$ cat config.mk
export PLATFORM = sky130hd
export DESIGN_NAME = slot_mem_responder_flat
export DESIGN_NICKNAME = d
export VERILOG_FILES = /design/src/rtl/slot_mem_responder_pkg.sv /design/src/rtl/slot_mem_responder_if.sv /design/src/rtl/slot_mem_responder_timeout_ctr.sv /design/src/rtl/slot_mem_responder.sv /design/src/flat_wrapper.sv
export SDC_FILE = /design/constraint.sdc
export NUM_CORES = 1
export LEC_CHECK = 0
export CAP_MARGIN = 40
export CORE_MARGIN = 2
export CORE_UTILIZATION = 43
export CTS_BUF_LIST = sky130_fd_sc_hd__clkbuf_16
export DETAILED_ROUTE_END_ITERATION = 12
export GPL_ROUTABILITY_DRIVEN = 0
export GPL_TIMING_DRIVEN = 0
export PLACE_DENSITY_LB_ADDON = 0.1
export SYNTH_ARGS = -nofsm -noshare
export SYNTH_HDL_FRONTEND = slang
export SYNTH_SLANG_ARGS = --single-unit
$ cat constraint.sdc
create_clock -name clk -period 2.35 [get_ports clk]
set_clock_uncertainty 0.1 [all_clocks]
set_input_delay 0.705 -clock clk [delete_from_list [all_inputs] [get_ports clk]]
set_output_delay 0.705 -clock clk [all_outputs]
set_load 0.01 [all_outputs]
$ cat src/rtl/slot_mem_responder_pkg.sv
// Shared types for the slot memory responder: FSM state encoding and the idle data-bus value.
// No logic of its own; imported by the responder and its sub-modules.
package slot_mem_pkg;

   typedef enum logic [2:0] {
      ST_IDLE     = 3'd0,
      ST_RAM_REQ  = 3'd1,
      ST_RAM_WAIT = 3'd2,
      ST_SRAM_RD  = 3'd3,
      ST_SRAM_CAP = 3'd4,
      ST_DONE     = 3'd5
   } mem_resp_state_t;

   localparam logic [7:0] DATA_IDLE = 8'hFF;

   // States in which the CPU must be held in wait.
   function automatic logic is_busy(input mem_resp_state_t s);
      return (s == ST_RAM_REQ) || (s == ST_RAM_WAIT) || (s == ST_SRAM_RD) || (s == ST_SRAM_CAP);
   endfunction

endpackage

$ cat src/rtl/slot_mem_responder_if.sv
// Mapper-side request, CPU wait/data return and both backing-store ports of one slot expander.
// slave = the responder, master = CPU/mapper/memory side.
interface slot_mem_responder_if #(
   parameter int ADDR_W  = 27,
   parameter int SRAM_AW = 18
);
   logic               cpu_mreq;
   logic               cpu_rd;
   logic               cpu_wr;
   logic [7:0]         cpu_dout;
   logic [ADDR_W-1:0]  mem_addr;
   logic               mem_rnw;
   logic               mem_ram_cs;
   logic               mem_sram_cs;
   logic               cpu_wait;
   logic [7:0]         data;
   logic               ram_req;
   logic               ram_we;
   logic [ADDR_W-1:0]  ram_addr;
   logic [7:0]         ram_din;
   logic               ram_ack;
   logic [7:0]         ram_dout;
   logic [SRAM_AW-1:0] sram_addr;
   logic               sram_we;
   logic [7:0]         sram_din;
   logic [7:0]         sram_dout;
   logic               timeout_err;

   modport slave (
      input  cpu_mreq, cpu_rd, cpu_wr, cpu_dout, mem_addr, mem_rnw, mem_ram_cs, mem_sram_cs,
      input  ram_ack, ram_dout, sram_dout,
      output cpu_wait, data, ram_req, ram_we, ram_addr, ram_din, sram_addr, sram_we, sram_din,
      output timeout_err
   );

   modport master (
      output cpu_mreq, cpu_rd, cpu_wr, cpu_dout, mem_addr, mem_rnw, mem_ram_cs, mem_sram_cs,
      output ram_ack, ram_dout, sram_dout,
      input  cpu_wait, data, ram_req, ram_we, ram_addr, ram_din, sram_addr, sram_we, sram_din,
      input  timeout_err
   );

endinterface

$ cat src/rtl/slot_mem_responder_timeout_ctr.sv
// Ack-wait watchdog: counts enabled cycles after a clear, expired when the count equals LIMIT.
// Expired is combinational from the count; the counter holds once expired.
module mem_timeout_ctr #(
   parameter int W     = 8,
   parameter int LIMIT = 255
) (
   input  logic clk,
   input  logic reset_n,
   input  logic clr,
   input  logic en,
   output logic expired
);
   localparam logic [W-1:0] LIM = W'(LIMIT);

   logic [W-1:0] cnt;

   always_ff @(posedge clk) begin
      if (!reset_n)
         cnt <= '0;
      else if (clr)
         cnt <= '0;
      else if (en && !expired)
         cnt <= cnt + 1'b1;
   end

   assign expired = (cnt == LIM);

endmodule

$ cat src/rtl/slot_mem_responder.sv
// Executes mapper bus accesses on SDRAM (req/ack) or SRAM (BRAM, 2-cycle read); data FF when idle.
// Latency: SRAM read 2 cycles after start, SDRAM until ram_ack or timeout; CPU held via cpu_wait meanwhile.
module slot_mem_responder
   import slot_mem_pkg::*;
#(
   parameter int ADDR_W  = 27,
   parameter int SRAM_AW = 18,
   parameter int TIMEOUT = 255
) (
   input logic                 clk,
   input logic                 reset_n,
   slot_mem_responder_if.slave bus
);
   mem_resp_state_t    state;
   logic               strobe;
   logic               strobe_q;
   logic               start;
   logic               is_write;
   logic               wait_start;
   logic               rd_q;
   logic [7:0]         data_q;
   logic               ram_req_q;
   logic               ram_we_q;
   logic [ADDR_W-1:0]  ram_addr_q;
   logic [7:0]         ram_din_q;
   logic [SRAM_AW-1:0] sram_addr_q;
   logic [7:0]         sram_din_q;
   logic               sram_we_q;
   logic               timeout_q;
   logic               expired;

   assign strobe   = bus.cpu_mreq & (bus.cpu_rd | bus.cpu_wr);
   assign start    = strobe & ~strobe_q & (state == ST_IDLE);
   assign is_write = ~bus.cpu_rd;

   // Wait must be visible in the request cycle itself, before the FSM has moved.
   assign wait_start = start & (bus.mem_sram_cs ? bus.cpu_rd
                                                : (bus.mem_ram_cs & ~(is_write & bus.mem_rnw)));

   mem_timeout_ctr #(
      .W     (8),
      .LIMIT (TIMEOUT)
   ) u_timeout (
      .clk     (clk),
      .reset_n (reset_n),
      .clr     (state == ST_RAM_REQ),
      .en      (state == ST_RAM_WAIT),
      .expired (expired)
   );

   always_ff @(posedge clk) begin
      if (!reset_n) begin
         state       <= ST_IDLE;
         strobe_q    <= 1'b0;
         rd_q        <= 1'b0;
         data_q      <= DATA_IDLE;
         ram_req_q   <= 1'b0;
         ram_we_q    <= 1'b0;
         ram_addr_q  <= '0;
         ram_din_q   <= '0;
         sram_addr_q <= '0;
         sram_din_q  <= '0;
         sram_we_q   <= 1'b0;
         timeout_q   <= 1'b0;
      end else begin
         strobe_q  <= strobe;
         ram_req_q <= 1'b0;
         ram_we_q  <= 1'b0;
         sram_we_q <= 1'b0;
         case (state)
            ST_IDLE: begin
               if (start) begin
                  rd_q <= bus.cpu_rd;
                  if (bus.mem_sram_cs) begin
                     sram_addr_q <= bus.mem_addr[SRAM_AW-1:0];
                     if (bus.cpu_rd) begin
                        state <= ST_SRAM_RD;
                     end else begin
                        if (!bus.mem_rnw) begin
                           sram_we_q  <= 1'b1;
                           sram_din_q <= bus.cpu_dout;
                        end
                        state <= ST_DONE;
                     end
                  end else if (bus.mem_ram_cs) begin
                     // SDRAM address/data only load here, so they stay put until the ack.
                     if (is_write && bus.mem_rnw) begin
                        state <= ST_DONE;
                     end else begin
                        ram_addr_q <= bus.mem_addr;
                        ram_din_q  <= bus.cpu_dout;
                        ram_req_q  <= 1'b1;
                        ram_we_q   <= is_write;
                        state      <= ST_RAM_REQ;
                     end
                  end
               end
            end
            ST_RAM_REQ, ST_RAM_WAIT: begin
               if (bus.ram_ack) begin
                  if (rd_q)
                     data_q <= bus.ram_dout;
                  state <= ST_DONE;
               end else if ((state == ST_RAM_WAIT) && expired) begin
                  data_q    <= DATA_IDLE;
                  timeout_q <= 1'b1;
                  state     <= ST_DONE;
               end else begin
                  state <= ST_RAM_WAIT;
               end
            end
            ST_SRAM_RD: state <= ST_SRAM_CAP;
            ST_SRAM_CAP: begin
               data_q <= bus.sram_dout;
               state  <= ST_DONE;
            end
            ST_DONE: begin
               if (!strobe) begin
                  data_q <= DATA_IDLE;
                  state  <= ST_IDLE;
               end
            end
            default: state <= ST_IDLE;
         endcase
      end
   end

   assign bus.cpu_wait    = wait_start | is_busy(state);
   assign bus.data        = data_q;
   assign bus.ram_req     = ram_req_q;
   assign bus.ram_we      = ram_we_q;
   assign bus.ram_addr    = ram_addr_q;
   assign bus.ram_din     = ram_din_q;
   assign bus.sram_addr   = sram_addr_q;
   assign bus.sram_we     = sram_we_q;
   assign bus.sram_din    = sram_din_q;
   assign bus.timeout_err = timeout_q;

endmodule

$ cat src/flat_wrapper.sv
// flat-port wrapper written by rule: the top's interface ports become plain ports
module slot_mem_responder_flat import slot_mem_pkg::*;
#(
   parameter int ADDR_W  = 27,
   parameter int SRAM_AW = 18,
   parameter int TIMEOUT = 255
)
  (clk, reset_n, bus_cpu_mreq, bus_cpu_rd, bus_cpu_wr, bus_cpu_dout, bus_mem_addr, bus_mem_rnw, bus_mem_ram_cs, bus_mem_sram_cs, bus_ram_ack, bus_ram_dout, bus_sram_dout, bus_cpu_wait, bus_data, bus_ram_req, bus_ram_we, bus_ram_addr, bus_ram_din, bus_sram_addr, bus_sram_we, bus_sram_din, bus_timeout_err);
  slot_mem_responder_if #(.ADDR_W(ADDR_W), .SRAM_AW(SRAM_AW)) bus_i ();
  input logic clk;
  input logic reset_n;
  input wire logic [$bits(bus_i.cpu_mreq)-1:0] bus_cpu_mreq;
  input wire logic [$bits(bus_i.cpu_rd)-1:0] bus_cpu_rd;
  input wire logic [$bits(bus_i.cpu_wr)-1:0] bus_cpu_wr;
  input wire logic [$bits(bus_i.cpu_dout)-1:0] bus_cpu_dout;
  input wire logic [$bits(bus_i.mem_addr)-1:0] bus_mem_addr;
  input wire logic [$bits(bus_i.mem_rnw)-1:0] bus_mem_rnw;
  input wire logic [$bits(bus_i.mem_ram_cs)-1:0] bus_mem_ram_cs;
  input wire logic [$bits(bus_i.mem_sram_cs)-1:0] bus_mem_sram_cs;
  input wire logic [$bits(bus_i.ram_ack)-1:0] bus_ram_ack;
  input wire logic [$bits(bus_i.ram_dout)-1:0] bus_ram_dout;
  input wire logic [$bits(bus_i.sram_dout)-1:0] bus_sram_dout;
  output wire logic [$bits(bus_i.cpu_wait)-1:0] bus_cpu_wait;
  output wire logic [$bits(bus_i.data)-1:0] bus_data;
  output wire logic [$bits(bus_i.ram_req)-1:0] bus_ram_req;
  output wire logic [$bits(bus_i.ram_we)-1:0] bus_ram_we;
  output wire logic [$bits(bus_i.ram_addr)-1:0] bus_ram_addr;
  output wire logic [$bits(bus_i.ram_din)-1:0] bus_ram_din;
  output wire logic [$bits(bus_i.sram_addr)-1:0] bus_sram_addr;
  output wire logic [$bits(bus_i.sram_we)-1:0] bus_sram_we;
  output wire logic [$bits(bus_i.sram_din)-1:0] bus_sram_din;
  output wire logic [$bits(bus_i.timeout_err)-1:0] bus_timeout_err;
  assign bus_i.cpu_mreq = bus_cpu_mreq;
  assign bus_i.cpu_rd = bus_cpu_rd;
  assign bus_i.cpu_wr = bus_cpu_wr;
  assign bus_i.cpu_dout = bus_cpu_dout;
  assign bus_i.mem_addr = bus_mem_addr;
  assign bus_i.mem_rnw = bus_mem_rnw;
  assign bus_i.mem_ram_cs = bus_mem_ram_cs;
  assign bus_i.mem_sram_cs = bus_mem_sram_cs;
  assign bus_i.ram_ack = bus_ram_ack;
  assign bus_i.ram_dout = bus_ram_dout;
  assign bus_i.sram_dout = bus_sram_dout;
  assign bus_cpu_wait = bus_i.cpu_wait;
  assign bus_data = bus_i.data;
  assign bus_ram_req = bus_i.ram_req;
  assign bus_ram_we = bus_i.ram_we;
  assign bus_ram_addr = bus_i.ram_addr;
  assign bus_ram_din = bus_i.ram_din;
  assign bus_sram_addr = bus_i.sram_addr;
  assign bus_sram_we = bus_i.sram_we;
  assign bus_sram_din = bus_i.sram_din;
  assign bus_timeout_err = bus_i.timeout_err;
  slot_mem_responder #(.ADDR_W(ADDR_W), .SRAM_AW(SRAM_AW), .TIMEOUT(TIMEOUT)) u_core (.clk(clk), .reset_n(reset_n), .bus(bus_i));
endmodule
==> results.sh <==
export IMPL_layout_commonest_cell="clkdlybuf4s50_1"
export IMPL_io_buffer_count=132
export IMPL_reg2reg_slack_ns=0.16
export IMPL_maxCapViolCount=0
export IMPL_vias=3406
export IMPL_fin_cells=670
export IMPL_drt_iter0_markers=112
export IMPL_overflow=0
export IMPL_yosysTopAreaCell="dfxtp_1"
export IMPL_cts_tree="yes"
export IMPL_whs_path_depth=2
export IMPL_ir_worst_vdd_uv=466
export IMPL_synthToLayoutAreaGrowth_pct=54.1
export IMPL_synth_top_cell_area_share=0.501
export IMPL_ys_dominant_reg_cell="dfxtp_1"
export IMPL_syn_inst=410
export IMPL_synth_cell_types=44
export IMPL_antenna_cells=0
export IMPL_switching_power_mw=1.20
export IMPL_grt_use_total=0.219
export IMPL_clk_latency_ns=0.33
export IMPL_pwr_density_cell_nw_per_um2=775
export IMPL_leakage_nw=1.89
export IMPL_io_pins=134
export IMPL_grt_max_degree=14
export IMPL_layout_min_cycle_time_ns=2.33
export IMPL_dp_cells=644
export IMPL_worstReg2RegEnd="u_core.bus.ram_addr[0]"
export IMPL_syn_num_nets=471
export IMPL_dp_hpwl_um=6860
export IMPL_drive_above_1_share=0.123
export IMPL_dp_slack_ns=-1.18
export IMPL_grt_pass1_wl_um=15200
export IMPL_slew_viol_final=0
export IMPL_cts_root_buf="clkbuf_16"
export IMPL_path_buf_inv=2
export IMPL_num_rows=32
export IMPL_ant_nets=0
export IMPL_period_share=0.992
export IMPL_power_mw=4.10
export IMPL_final_cell_mix="125 x clkdlybuf4s50_1, 118 x nand2_1, 84 x dfxtp_1"
export IMPL_min_from="u_core.bus.ram_addr[6]"
export IMPL_maxSlewHeadroom=0.581
export IMPL_hold_buffers=0
export IMPL_outcome="finished, final reports clean"
export IMPL_setup_violations_final=0
export IMPL_worst_r2r_path_depth=8
export IMPL_antenna_found_initial=0
export IMPL_worst_pin_slew_ns=0.629
export IMPL_die_w_um=93.4
export IMPL_pwr_share_clk=0.302
export IMPL_slowest_delay_ns=0.20
export IMPL_drt_wl_total_um=9510
export IMPL_die_area_um2=8720
export IMPL_path_cells="buf_2 -> o21ai_4 -> nor3_4 -> o21ai_4 -> a21oi_2 -> buf_2"
export IMPL_combPwrFrac=0.295
export IMPL_swShare=0.293
export IMPL_reg2reg_from="u_core.state[2]"
export IMPL_cp_slowest_cell="buf_2"
export IMPL_seqPwrFrac=0.403
export IMPL_finalWorstSetupSlack_ns=0.0191
export IMPL_crit_family="buffers and inverters"
export IMPL_ys_ff_latch=86
export IMPL_nets=625
export IMPL_grt_pass1_vias=3263
export IMPL_wl_per_cell_um=14.2
export IMPL_worstSetupEndpointType="output port"
export IMPL_min_to="u_core.bus.ram_addr[6]"
export IMPL_syn_avg_cell_area_um2=8.38
export IMPL_min_path_type="reg2reg"
export IMPL_vias_per_cell=5.08
export IMPL_htreeDepth=3
export IMPL_fmax_ghz=0.429
export IMPL_die_h_um=93.4
export IMPL_start_kind="input pin"
export IMPL_initial_core_util=0.445
export IMPL_p_int_mw=2.90
export IMPL_critPathKind="in2out"
export IMPL_synthArstFlopShare=0
export IMPL_synth_edf_count=0
export IMPL_drc=0
export IMPL_core_area_um2=7730
export IMPL_critPathRequiredTime_ns=1.54
export IMPL_ys_warn_count=0
export IMPL_crit_arrival_ns=1.53
export IMPL_yosysSeqAreaShare=0.501
export IMPL_tns_ns=0
export IMPL_cts_buffers=9
export IMPL_synthTopCellsByArea="dfxtp_1 50%, nand2_1 13%, a21oi_1 8.2%"
export IMPL_finalHoldViolations=0
export IMPL_cts_buffer_depth=2
export IMPL_dr_pass1_iters=4
export IMPL_path_max_fanout=8
export IMPL_clock_sinks=86
export IMPL_clkTransAtPathRegs_ns=0.06
export IMPL_fill_cells=624
export IMPL_synth_area_um2=3440
-- flip-flops by register name (all words and copies together) (netlist names) --
register                count
u_core.bus.sram_addr       18
u_core.bus.sram_din         8
u_core.bus.ram_addr        27
u_core.bus.ram_req          1
u_core.rd_q                 1
u_core.state                3
u_core.bus.ram_din          8
u_core.u_timeout.cnt        8
u_core.bus.sram_we          1
u_core.strobe_q             1
u_core.bus.ram_we           1
u_core.bus.data             8
u_core.bus.timeout_err      1
-- final cells by class --
cell class | instances | area (µm²) | share of cell area
Buffer | 25 | 170 | 0.0321
Clock buffer | 9 | 225 | 0.0425
Clock inverter | 6 | 32.5 | 0.00614
Inverter | 5 | 20.0 | 0.00378
Multi-Input combinational cell | 294 | 1610 | 0.304
Sequential cell | 86 | 1730 | 0.326
Tap cell | 102 | 128 | 0.0241
Timing Repair Buffer | 143 | 1390 | 0.262
-- synthesized netlist by cell type (2+ instances only) --
| library cell | count |
|---|---|
| or3_1 | 9 |
| a21oi_1 | 56 |
| o21ai_0 | 11 |
| nor2_1 | 18 |
| dfxtp_1 | 86 |
| nand4_1 | 3 |
| o31ai_1 | 8 |
| o211ai_2 | 8 |
| o21ai_1 | 11 |
| buf_6 | 5 |
| nand2_1 | 119 |
| clkbuf_1 | 12 |
| nand4b_2 | 2 |
| nor3_4 | 2 |
| mux2i_1 | 2 |
| inv_1 | 2 |
| nand3_1 | 10 |
| xor2_1 | 2 |
| clkinv_1 | 3 |
| buf_2 | 2 |
| nand2b_1 | 3 |
| nor3_1 | 3 |
| xnor2_1 | 4 |
| buf_1 | 2 |
| a31oi_1 | 4 |
| buf_4 | 4 |
| and3_1 | 2 |
-- worst max path at each step --
stage / startpoint / to / slack, ns / cells past startpoint
5_1_grt: bus_mem_sram_cs / bus_cpu_wait / -0.03 / 6
2_1_floorplan: bus_cpu_rd / bus_cpu_wait / 0.12 / 4
3_5_place_dp: bus_cpu_rd / bus_cpu_wait / -1.18 / 6
6_report: bus_cpu_rd / bus_cpu_wait / 0.02 / 6
4_1_cts: u_core.state[2] / bus_cpu_wait / 0.004 / 5
3_3_place_gp: bus_cpu_rd / bus_cpu_wait / -1.17 / 6
-- logic make-up after synthesis --
logic type               Yosys count  share of synthesized area
buffers and inverters             30                     0.0488
adder cells (fa/ha/maj)            1                    0.00364
AO/OA/AOI/OAI                    104                      0.182
multiplexers                       2                    0.00582
flip-flops                        86                      0.501
XOR/XNOR                           6                     0.0153
AND/OR/NAND/NOR                  181                      0.244
-- tightest hold or removal path, cell delays in order (launching register included) --
cell,delay (ns)
dfxtp_1,0.30
nand2_1,0.05
a21oi_1,0.05
-- metrics by stage --
stage | hold slack [ns] | utilization | cell area [µm²]
6_report | 0.352 | 0.685 | 5300
5_1_grt | 0.370 | 0.685 | 5300
4_1_cts | 0.354 | 0.677 | 5230
3_5_place_dp | 0.347 | 0.632 | 4890
3_3_place_gp | 0.341 | 0.632 | 4890
2_1_floorplan | 0.361 | - | 3440
-- power by group through the flow --
stage	Clock, mW	Sequential, mW	Combinational (mW)
final	1.24	1.65	1.21
after global routing	1.34	1.66	1.31
after CTS	1.27	1.65	1.12
after detailed placement	0	1.68	1.05
after global placement	0	1.68	1.02
after floorplan	0	1.72	0.538
-- what timing repair did --
item                       in CTS  in global routing
pin swaps                       4                  6
buffers inserted                6                  5
resized for setup              36                 16
setup endpoints to repair      60                 32
-- routing by layer --
layer  track usage  vias to the layer above  wire length (µm)
met4        0.0478                        0               105
met3        0.0975                       11               896
met5             0                        -                 0
met2         0.361                      116              4430
li1              -                     1707                 -
met1         0.263                     1572              4080
Power figures use the tool's default switching activity.
